`config.mk`:
```
export PLATFORM = sky130hd
export DESIGN_NAME = alu_flag_stage
export DESIGN_NICKNAME = d
export VERILOG_FILES = /design/src/rtl/alu_flag_stage.sv
export SDC_FILE = /design/constraint.sdc
export NUM_CORES = 1
export LEC_CHECK = 0
export BUFFER_PORTS_ARGS = -buffer_cell sky130_fd_sc_hd__buf_2
export CORE_ASPECT_RATIO = 0.9
export CORE_MARGIN = 4
export CORE_UTILIZATION = 40
export CTS_CLUSTER_SIZE = 20
export DETAILED_ROUTE_END_ITERATION = 10
export GPL_TIMING_DRIVEN = 0
export PLACE_DENSITY = 0.7
export SKIP_CTS_REPAIR_TIMING = 1
export SYNTH_ARGS = -nofsm -noshare
export SYNTH_HDL_FRONTEND = slang
export SYNTH_SLANG_ARGS = --single-unit
```
`constraint.sdc`:
```
create_clock -name clk -period 1.5 [get_ports clk]
set_input_delay 0.225 -clock clk [delete_from_list [all_inputs] [get_ports clk]]
set_output_delay 0.225 -clock clk [all_outputs]
set_load 0.02 [all_outputs]
```
`src/rtl/alu_flag_stage.sv`:
```
// alu_flag_stage: valid/ready sequencer and flag/accumulator register around the combinational ALU.
// Define ALU_FLAG_STAGE_STICKY_V_EN to make the v flag sticky until flag_clr or rst.
module alu_flag_stage #(
  parameter int WIDTH = 8
) (
  input  logic             clk,
  input  logic             rst,
  input  logic             in_valid,
  output logic             in_ready,
  input  logic [WIDTH-1:0] in_a,
  input  logic [WIDTH-1:0] in_b,
  input  logic [2:0]       in_opcode,
  input  logic             in_use_acc,
  output logic [WIDTH-1:0] alu_a,
  output logic [WIDTH-1:0] alu_b,
  output logic [2:0]       alu_op,
  input  logic [WIDTH-1:0] alu_result,
  input  logic             alu_z,
  input  logic             alu_c,
  input  logic             alu_n,
  input  logic             alu_v,
  output logic             out_valid,
  input  logic             out_ready,
  output logic [WIDTH-1:0] out_result,
  output logic [3:0]       out_flags,
  output logic [WIDTH-1:0] acc,
  input  logic             flag_clr
);
  typedef enum logic [1:0] {IDLE, EXEC, DONE} state_t;
  state_t           state_q, state_d;
  logic [WIDTH-1:0] a_q, a_d, b_q, b_d, res_q, res_d, acc_q, acc_d;
  logic [2:0]       op_q, op_d;
  logic [3:0]       flags_q, flags_d;
  logic             accept, v_cap;
  assign in_ready = !rst && (state_q == IDLE || (state_q == DONE && out_ready));
  assign accept   = in_valid && in_ready;
`ifdef ALU_FLAG_STAGE_STICKY_V_EN
  // flag_clr during capture restarts v from the new ALU value
  assign v_cap = flag_clr ? alu_v : (flags_q[0] | alu_v);
`else
  assign v_cap = alu_v;
`endif
  always_comb begin
    state_d = state_q;
    a_d     = a_q;
    b_d     = b_q;
    op_d    = op_q;
    res_d   = res_q;
    acc_d   = acc_q;
    flags_d = flags_q;
    if (accept) begin
      a_d     = in_use_acc ? acc_q : in_a;
      b_d     = in_b;
      op_d    = in_opcode;
      state_d = EXEC;
    end else if (state_q == DONE && out_ready) begin
      state_d = IDLE;
    end
    if (state_q == EXEC) begin
      res_d   = alu_result;
      acc_d   = alu_result;
      flags_d = {alu_z, alu_c, alu_n, v_cap};
      state_d = DONE;
    end else if (flag_clr) begin
      flags_d = '0;
    end
  end
  always_ff @(posedge clk) begin
    if (rst) begin
      state_q <= IDLE;
      a_q     <= '0;
      b_q     <= '0;
      op_q    <= '0;
      res_q   <= '0;
      acc_q   <= '0;
      flags_q <= '0;
    end else begin
      state_q <= state_d;
      a_q     <= a_d;
      b_q     <= b_d;
      op_q    <= op_d;
      res_q   <= res_d;
      acc_q   <= acc_d;
      flags_q <= flags_d;
    end
  end
  assign alu_a      = a_q;
  assign alu_b      = b_q;
  assign alu_op     = op_q;
  assign out_valid  = state_q == DONE;
  assign out_result = res_q;
  assign out_flags  = flags_q;
  assign acc        = acc_q;
endmodule

```
== Word level (Yosys, flattened, before mapping) ==
Cells that the tools add are included.
Storage, ports and cells
  flip-flop bits (word level): 33
  bits in latches: 0
  bits in writable memories: 0
  ROM bits: 0
  bits of input ports: 37
  output and inout bits: 41
  word-level logic and storage cells: 25
  memories: 0
Cells by class
  add/subtract/negate cells: 0
  $mul: 0
  divide/modulo/power cells: 0
  order comparisons: 0
  equality and inequality tests: 2
  shift operators: 0
  mux-type cells: 6
  bitwise operators: 0
  reductions and logical operators: 10
Operators by type and width (count)
  $mux 4: 2
  $mux 8: 1
  $mux 2: 3
  $reduce_bool 2->1: 2
  $logic_and 1x1->1: 3
  $reduce_bool 3->1: 1
  $eq 2x1->1 const B: 1
  $eq 2x2->1 const B: 1
  $logic_not 2->1: 1
  $reduce_or 2->1: 1
  $logic_not 1->1: 1
  $logic_or 1x1->1: 1

== Longest topological paths before layout ==
  depth in word-level cells: 7
  depth in mapped cells: 5
  depth with buffers taken out: 3

== Least setup slack after synthesis ==
Ideal clock, no wire load.
  path kind: input -> output
  from: in rst
  to: out in_ready
  arrival time: 1.248 ns
  setup slack: 0.027 ns
  cell stages on the path: 4
  cells stage by stage: buf_2 -> buf_2 -> buf_1 -> nor3_1
On the way
  cells in the longest elaborated chain, start to end: 2
RTL lines
  start, declared: RTL line 7  | input logic rst,
  $logic_not 1->1: RTL line 35  | assign in_ready = !rst && (state_q == IDLE || (state_q == DONE && out_ready));
  $logic_and 1x1->1: RTL line 35
  end, declared: RTL line 9  | output logic in_ready,
No other way between the ends.

== Worst setup path after layout ==
  from: reg state_q[0]
  to: reg b_q[6] (netlist: alu_b[6])
On the way
  cells in the longest elaborated chain, start to end: 5
RTL lines
  start, declared: RTL line 30  | state_t state_q, state_d;
  start signal, assigned: RTL line 78  | state_q <= state_d;
  $eq 2x2->1: RTL line 35
  $logic_and 1x1->1: RTL line 35
  $logic_or 1x1->1 *: RTL line 35
  $logic_and 1x1->1 *: RTL line 35
  $logic_and 1x1->1 *: RTL line 36  | assign accept = in_valid && in_ready;
  end signal, assigned: RTL line 72  | b_q <= '0;
  end signal, assigned: RTL line 80  | b_q <= b_d;
  end, declared: RTL line 31  | logic [WIDTH-1:0] a_q, a_d, b_q, b_d, res_q, res_d, acc_q, acc_d;
Every way passes the cells marked *; elsewhere a longest branch is shown, timed or not.
A chain may end at the register's enable or synchronous reset.

==> impl_metrics.yaml <==
run_status:
  status: "finished clean"
timing:
  fin_crit_ns: 1.41
  hold_viol: 0
  rsz0062_at_grt: "false"
  slew_viol_final: 0
  timing.slew.headroom: 0.720
  fin_skew_ns: 0.00481
  setup_viol: 0
  worstMarginPinSlew_ns: 0.420
  fin_hold_ws_ns: 0.167
  finalCritPeriodShare: 0.941
  fmax_ghz: 0.709
place:
  numPlacedInstances: 264
  place_area_um2: 1890
  dp_hpwl_um: 2750
  port_buffers: 74
  globalplace.congestion: 0.794
clocking:
  clk_latency_ns: 0.28
  clockBufferDepth: 2
  clk_pin_slew_ns: 0.07
  cts.sinks: 33
  cts_tree: "yes"
  cts-root-buf: "clkbuf_8"
  cts-buffers-inserted: 5
  htree_levels: 2
grt:
  grt_pass1_vias: 1243
  overflow: 0
  grt_max_degree: 11
  antenna_found_initial: 0
  track_usage: 0.161
  grt_pass1_wl_um: 5780
floorplan:
  core_area_um2: 3450
  die_y_um: 65.5
  rows: 20
  die_x_um: 71.9
  die_area_um2: 4710
  initial_core_util: 0.425
  ios: 78
synthesis:
  netlist_area_um2: 1470
  ys_types: 24
  ys_seq_elements: 33
  synth.avg_cell_area_um2: 10.1
  ys_seq_area_frac: 0.450
  netlist_instances: 146
  synthesis.nets: 183
  ys_warn_count: 0
pwr:
  p_sw_uw: 587
  fin_total_pwr_uw: 2150
  p_leak_uw: 0.000984
  switching_share: 0.273
  comb_power_share: 0.206
  ir_worst_vdd_mv: 0.626
  p_per_area_nw_per_um2: 1080
  internal-power_uw: 1560
  p_clk_frac: 0.338
  p_seq_frac: 0.456
drt:
  routed_wl_um: 3540
  viasPerCell: 4.62
  drt_iter0_markers: 64
  ant_nets: 0
  vias: 1253
  wire_per_inst_um: 13.0
  drc: 0
  dr.pass1.iters: 4
worst_setup_path:
  cp-start-kind: "register"
  path_cells: "nor2_4 -> and3_4 -> buf_12 -> mux2_4"
  crit_path_top_delay_cell: "dfxtp_1"
  rr_worst_depth: 4
  crit_fanout: 10
  critPathKind: "reg2reg"
  critPathCaptureType: "register"
  cp.required_ns: 1.67
  cpPeakStageDelay_ns: 0.38
  worstPathArrival_ns: 1.58
hold_path:
  hold_depth: 2
  hold_class: "in2reg"
final_layout:
  final_core_util: 0.577
  area_growth_pct: 35.6
  finalInstanceArea_um2: 1990
  final_cells: 271
  final_nets: 263
  diodes: 0
  drive_gt1_frac: 0.498
run:
  maxCapViolations: 0
==> stage by stage <==
step | TNS, ns | setup slack, ns
after global routing | 0 | 0.0102
after global placement | -0.0862 | -0.0862
final | 0 | 0.0892
after floorplan | 0 | 0.0271
after detailed placement | -0.0988 | -0.0988
after CTS | -0.102 | -0.102
==> cell usage in the layout, fill, tap and decap left out, types with 2 or more instances in the layout <==
cell,instances
buf_4,9
a31oi_1,8
nor2_1,3
nor2b_1,12
clkbuf_8,7
dfxtp_1,33
a211oi_1,8
mux2i_1,8
and2b_2,2
buf_2,78
nand3b_1,4
mux2_4,11
nand2_1,20
a21oi_1,12
==> cell families after synthesis <==
kind of cell / share of synthesized area
and+or+nand+nor: 0.170
DFF: 0.450
buffers and inverters: 0.0920
muxes: 0.167
AOI/OAI and AO/OA: 0.121
==> flip-flops by register name (all words and copies together), names as in the netlist <==
| signal | flops |
|---|---|
| alu_b | 8 |
| out_flags | 4 |
| alu_a | 8 |
| acc | 8 |
| state_q | 2 |
| alu_op | 3 |
==> per-layer routing <==
metal  up-vias  wire (um)  share of wire  global-route usage
met5         -          0              0                   0
met4         0         38          0.011              0.0634
met3         5        239          0.068              0.0642
li1        652          -              -                   -
met1       566       1530           0.43               0.191
met2        30       1730           0.49               0.258
==> cell type report <==
class	instances	area, um2
tap	44	55.1
multi-input combinational	94	673
timing repair buffer	74	370
buffer	18	131
clock buffer	7	96.3
sequential	33	661
fill	321	1460
clock inverter	1	5.00
==> worst paths after layout <==
path | from | slack, ns | to
setup / recovery | state_q[0] | 0.09 | alu_b[6]
hold / removal | in_b[3] | 0.17 | alu_b[3]
setup reg to reg | state_q[0] | 0.09 | alu_b[6]
hold reg to reg | out_flags[0] | 0.49 | out_flags[0]
==> power groups by stage <==
stage | registers [uW] | clock network (uW) | logic (uW)
after CTS | 979 | 745 | 449
final | 979 | 727 | 442
after global routing | 987 | 794 | 480
after floorplan | 1060 | 0 | 229
after detailed placement | 997 | 0 | 448
after global placement | 998 | 0 | 442
==> critical path: cells and delay by family, from the launching register on <==
family / cells / cell delay (ns)
buffers and inverters: 1 / 0.15
muxes: 1 / 0.30
and+or+nand+nor: 2 / 0.47
DFF: 1 / 0.38
==> cells in the mapped netlist <==
library cell	count	area, um2
nor2_4	1	11.3
nand2b_1	1	6.26
and3_4	1	11.3
buf_1	2	7.51
nand2_1	20	75.1
a21oi_1	12	60.1
o21a_1	1	7.51
nor3_1	1	5.00
buf_12	1	20.0
nand3b_1	4	30.0
buf_4	9	67.6
nor2_1	3	11.3
buf_6	1	11.3
mux2_4	11	165
buf_2	4	20.0
clkbuf_1	1	3.75
mux2i_1	8	80.1
clkbuf_2	1	5.00
nor2b_1	12	75.1
and2b_2	2	17.5
dfxtp_1	33	661
a211oi_1	8	60.1
a31oi_1	8	50.1
or2b_1	1	7.51
No activity file was read; power rests on OpenSTA's default activity.
